<file path="src/rtl/decoder_pkg.sv">
// Shared types and defaults for the sequenced one-hot decoder (decoder_3x8_seq).
// Optional target-acknowledge behaviour is selected by the DEC_ACK_EN macro in the top.
package decoder_pkg;

  typedef enum logic [1:0] {ST_IDLE, ST_DRIVE, ST_GAP} dec_state_t;

  localparam int DEC_N_OUT       = 8;
  localparam int DEC_HOLD_CYCLES = 4;
  localparam int DEC_GAP_CYCLES  = 1;
  localparam int DEC_MAX_OUT     = 256;

  // Widest possible one-hot; callers truncate to their own N_OUT.
  function automatic logic [DEC_MAX_OUT-1:0] idx_to_onehot(input logic [7:0] idx);
    logic [DEC_MAX_OUT-1:0] v;
    v      = '0;
    v[idx] = 1'b1;
    return v;
  endfunction

endpackage

</file>
<file path="src/rtl/dec_hold_timer.sv">
// Loadable down-counter that times both the strobe hold and the guard gap.
// Load wins over decrement; the count stops at zero instead of wrapping.
module dec_hold_timer #(
  parameter int CNT_W = 3
) (
  input  logic             clk,
  input  logic             rst_n,
  input  logic             load,
  input  logic [CNT_W-1:0] load_val,
  input  logic             dec,
  output logic [CNT_W-1:0] cnt,
  output logic             zero
);

  // Counter register: async clear, load has priority, saturating decrement.
  always_ff @(posedge clk or negedge rst_n) begin
    if (!rst_n) begin
      cnt <= '0;
    end else if (load) begin
      cnt <= load_val;
    end else if (dec && (cnt != '0)) begin
      cnt <= cnt - CNT_W'(1);
    end
  end

  assign zero = (cnt == '0);

endmodule

</file>
<file path="src/rtl/decoder_3x8_seq.sv">
// Sequenced binary-to-one-hot decoder: accept an index, strobe its line for a hold time, then gap.
// Define DEC_ACK_EN to hold the strobe past its hold time until dec_ack is seen.
module decoder_3x8_seq
  import decoder_pkg::*;
#(
  parameter int N_OUT       = DEC_N_OUT,
  parameter int IDX_W       = $clog2(N_OUT),
  parameter int HOLD_CYCLES = DEC_HOLD_CYCLES,
  parameter int GAP_CYCLES  = DEC_GAP_CYCLES
) (
  input  logic             clk,
  input  logic             rst_n,
  input  logic             in_valid,
  output logic             in_ready,
  input  logic [IDX_W-1:0] in_idx,
  input  logic             dec_ack,
  output logic [N_OUT-1:0] out_onehot,
  output logic             out_active,
  output logic             err_range
);

  localparam int CNT_MAX = (HOLD_CYCLES > GAP_CYCLES) ? HOLD_CYCLES : GAP_CYCLES;
  localparam int CNT_W   = $clog2(CNT_MAX + 1);

  dec_state_t        state, state_nxt;
  logic [N_OUT-1:0]  onehot_nxt;
  logic              err_nxt;
  logic              accept, idx_ok, exit_ok;
  logic              tmr_load, tmr_dec, tmr_zero;
  logic [CNT_W-1:0]  tmr_load_val, tmr_cnt;

  // When every index value maps to a line, the range check folds away.
  generate
    if (N_OUT == (2 ** IDX_W)) begin : g_full_range
      assign idx_ok = 1'b1;
    end else begin : g_part_range
      assign idx_ok = (int'(in_idx) < N_OUT);
    end
  endgenerate

`ifdef DEC_ACK_EN
  assign exit_ok = dec_ack;
`else
  logic unused_dec_ack;
  assign unused_dec_ack = dec_ack;
  assign exit_ok        = 1'b1;
`endif

  assign in_ready   = (state == ST_IDLE);
  assign accept     = in_valid & in_ready;
  assign out_active = |out_onehot;

  dec_hold_timer #(.CNT_W(CNT_W)) u_timer (
    .clk      (clk),
    .rst_n    (rst_n),
    .load     (tmr_load),
    .load_val (tmr_load_val),
    .dec      (tmr_dec),
    .cnt      (tmr_cnt),
    .zero     (tmr_zero)
  );

  // Next-state and next-output logic; the timer is reloaded at each phase entry.
  always_comb begin
    state_nxt    = state;
    onehot_nxt   = out_onehot;
    err_nxt      = 1'b0;
    tmr_load     = 1'b0;
    tmr_load_val = '0;
    tmr_dec      = 1'b0;
    unique case (state)
      ST_IDLE: begin
        if (accept) begin
          if (idx_ok) begin
            state_nxt    = ST_DRIVE;
            onehot_nxt   = N_OUT'(idx_to_onehot(8'(in_idx)));
            tmr_load     = 1'b1;
            tmr_load_val = CNT_W'(HOLD_CYCLES - 1);
          end else begin
            err_nxt = 1'b1;
          end
        end
      end
      ST_DRIVE: begin
        if (!tmr_zero) begin
          tmr_dec = 1'b1;
        end else if (exit_ok) begin
          onehot_nxt = '0;
          if (GAP_CYCLES > 0) begin
            state_nxt    = ST_GAP;
            tmr_load     = 1'b1;
            tmr_load_val = CNT_W'((GAP_CYCLES > 0) ? (GAP_CYCLES - 1) : 0);
          end else begin
            state_nxt = ST_IDLE;
          end
        end
      end
      ST_GAP: begin
        if (!tmr_zero) begin
          tmr_dec = 1'b1;
        end else begin
          state_nxt = ST_IDLE;
        end
      end
      default: begin
        state_nxt  = ST_IDLE;
        onehot_nxt = '0;
      end
    endcase
  end

  // State and registered outputs; reset clears any strobe in flight immediately.
  always_ff @(posedge clk or negedge rst_n) begin
    if (!rst_n) begin
      state      <= ST_IDLE;
      out_onehot <= '0;
      err_range  <= 1'b0;
    end else begin
      state      <= state_nxt;
      out_onehot <= onehot_nxt;
      err_range  <= err_nxt;
    end
  end

  logic [CNT_W-1:0] unused_tmr_cnt;
  assign unused_tmr_cnt = tmr_cnt;

endmodule

</file>
<file path="config.mk">
export PLATFORM = sky130hd
export DESIGN_NAME = decoder_3x8_seq
export DESIGN_NICKNAME = d
export VERILOG_FILES = /design/src/rtl/decoder_pkg.sv /design/src/rtl/dec_hold_timer.sv /design/src/rtl/decoder_3x8_seq.sv
export SDC_FILE = /design/constraint.sdc
export NUM_CORES = 1
export LEC_CHECK = 0
export ABC_AREA = 0
export CORE_ASPECT_RATIO = 1.25
export CORE_MARGIN = 1.5
export CORE_UTILIZATION = 48
export DETAILED_ROUTE_END_ITERATION = 12
export PLACE_DENSITY = 0.77
export SETUP_SLACK_MARGIN = 0.5
export SYNTH_ARGS = -nofsm -noshare
export SYNTH_HDL_FRONTEND = slang
export SYNTH_HIERARCHICAL = 1
export SYNTH_SLANG_ARGS = --single-unit
</file>
<file path="constraint.sdc">
create_clock -name clk -period 2.2 [get_ports clk]
set_input_delay 0.44 -clock clk [delete_from_list [all_inputs] [get_ports clk]]
set_output_delay 0.44 -clock clk [all_outputs]
set_load 0.02 [all_outputs]
</file>
==> metrics.yaml <==
synth_top_family_by_area: "simple AND/OR/NAND/NOR gates"
cts-buffers-inserted: 3
cp_slowest_cell: "dfrtp_1"
ys_types: 21
yosysTopAreaCell: "dfrtp_1"
min_period_ns: 1.68
ys_top_cells_by_area: "dfrtp_1, mux2_2, ha_1"
syn_area_per_cell_sq_um: 11.1
crit_start: "u_timer/cnt[1]"
start_util_pct: 51.0
cts_tree: "built"
status: "finished clean"
clock_path_buffers: 2
rsz0062_at_grt: "yes"
place_congestion: 0.645
dp_hpwl_mm: 1.07
fp.dieH_um: 48.6
r2r-start: "u_timer/cnt[1]"
slew_violations: 0
drt_iter0_markers: 9
crit_path_max_incr_delay_ns: 0.38
wl_per_cell_um: 13.2
hold_class: "in2async"
layout-drive-gt1-share_pct: 34.0
overflow: 0
path_cells: "inv_1, ha_2, ha_4, inv_2, a221oi_4, buf_6, mux2_4"
r2r_setup_slack_ns: 0.52
clock.fmax_mhz: 595
clkTransAtPathRegs_ns: 0.08
ys_dominant_reg_cell: "dfrtp_1"
portBuffers: 15
synth_top_area_share_pct: 40.8
synth-compound-area-share_pct: 9.26
power.leakage_uw: 0.000580
viasPerCell: 5.30
die_x_um: 39.4
ff2ff_path_depth: 7
htree_num_levels: 1
synthXorXnorAreaFrac_pct: 0
root_buffer: "clkbuf_4"
ant_nets: 0
antenna_cells: 0
crit_arrival_ns: 1.84
cp_max_fo: 4
tightest_slew_ns: 0.593
nFillCells: 122
core_area_sq_um: 1560
yosys.area_share.simple_pct: 18.7
syn2layout_area_growth_pct: 38.6
drc: 0
vias: 610
synthCells: 72
detail_route.first_pass.iterations: 4
cp.required_ns: 2.36
synthMuxAreaShare_pct: 14.1
max_cap_violations: 0
skew_ns: 0.00120
total_power_uw: 1650
pre_cts_ws_ns: 0.209
grt_usage_pct: 20.1
yosysSeqAreaShare_pct: 40.8
p_per_area_nw_per_um2: 1490
die_area_sq_um: 1920
wl_mm: 1.52
first_global_vias: 605
final_nets: 112
cts_sinks: 13
final_util_pct: 70.8
reg2reg_to: "out_onehot[0]"
worst_slack_ns: 0.518
synth-edff-count: 0
pin_count: 18
synthArstFlopShare_pct: 100
final.period_utilization_pct: 76.5
ys_top_cells_by_count: "dfrtp_1, mux2_2, ha_1, inv_1, nor2_1"
ir_worst_vdd_mv: 0.954
finalHoldViolations: 0
netlist_area_sq_um: 797
path_class: "reg2reg"
yosysMostFrequentCell: "dfrtp_1"
grt_pass1_wl_mm: 2.65
setup_viol: 0
fin_setup_tns_ns: 0
worst_setup_path_start_kind: "flip-flop"
cp-end-kind: "flip-flop"
ys_warn_count: 6
antenna_found_initial: 0
fp-row-count: 16
clock_latency_ns: 0.27
ys_ff_latch: 13
grt_max_degree: 14
slew_headroom_pct: 60.4
cp-endpoint: "out_onehot[0]"
synth_fa_ha_area_share_pct: 11.0
[how the worst min path moves through the flow]
stage | startpoint | end | slack [ns] | depth (start not counted)
after CTS | rst_n | out_onehot[1] | 0.54 | 1
final | rst_n | out_onehot[1] | 0.54 | 1
after global placement | out_onehot[1] | out_onehot[1] | 0.52 | 1
after detailed placement | out_onehot[3] | out_onehot[3] | 0.53 | 1
after global routing | rst_n | state[0] | 0.56 | 1
after floorplan | rst_n | out_onehot[0] | 0.14 | 0
[through the flow]
stage,hold slack [ns],std cells,instance area [sq um]
after floorplan,0.144,73,826
after global placement,0.518,104,980
after detailed placement,0.529,104,980
after CTS,0.544,113,1080
after global routing,0.564,115,1100
final,0.538,115,1100
[flip-flops by register name, summed over array words and instances (netlist names)]
name	count
u_timer/cnt	3
out_onehot	8
state	2
[critical path: cells and delay by family (launching register included)]
| family | cells | cell delay, ns |
|---|---|---|
| AOI/OAI and AO/OA | 1 | 0.26 |
| muxes | 1 | 0.30 |
| adders and majority gates | 2 | 0.35 |
| DFF | 1 | 0.38 |
| buffers and inverters | 3 | 0.29 |
[cell type report]
class / instances / area, sq um / area share (%)
multi-input cells: 51 / 500 / 45.3
repair buffers: 22 / 204 / 18.5
well taps: 18 / 22.5 / 2.04
clock buffers: 4 / 26.3 / 2.38
inverters: 7 / 26.3 / 2.38
flip-flops and latches: 13 / 325 / 29.4
[timing repair]
| action | CTS | global route |
|---|---|---|
| cloned | 0 | 0 |
| setup buffers | 5 | 2 |
| gates resized for setup | 29 | 5 |
| hold buffers | 0 | 0 |
| pin swaps | 4 | 4 |
| endpoints found under the setup margin | 17 | 15 |
[report_power, final]
group | internal, uW | switching (uW)
clock network | 70.2 | 74.7
registers | 322 | 61.6
logic | 605 | 513
total | 997 | 649
[kinds of logic (layout without fill, tap and decap cells)]
group,after synthesis,count (layout)
compound gates,6,6
fa+ha+maj,7,7
buf+inv,9,33
flops,13,13
mux,10,10
other cells,1,2
simple gates,26,26
[metal layers]
layer  part of all wire, %  global-route usage, %
met1                    43                   22.5
met2                    52                   33.6
met3                   3.9                   4.13
met4                   1.3                   10.3
met5                     0                      0
[cells in the final DEF, fill, tap and decap left out, types with 3 or more instances in the layout]
master and instances:
nand2b_1 4, mux2_4 8, inv_2 3, nor4b_1 3, clkbuf_4 3, inv_1 4
clkdlybuf4s50_1 5, dfrtp_1 13, ha_1 4, buf_4 5, nand2_1 3, nor2_1 7
buf_6 3, a221o_1 3, dlygate4sd2_1 6
Power figures use the tool's default switching activity.
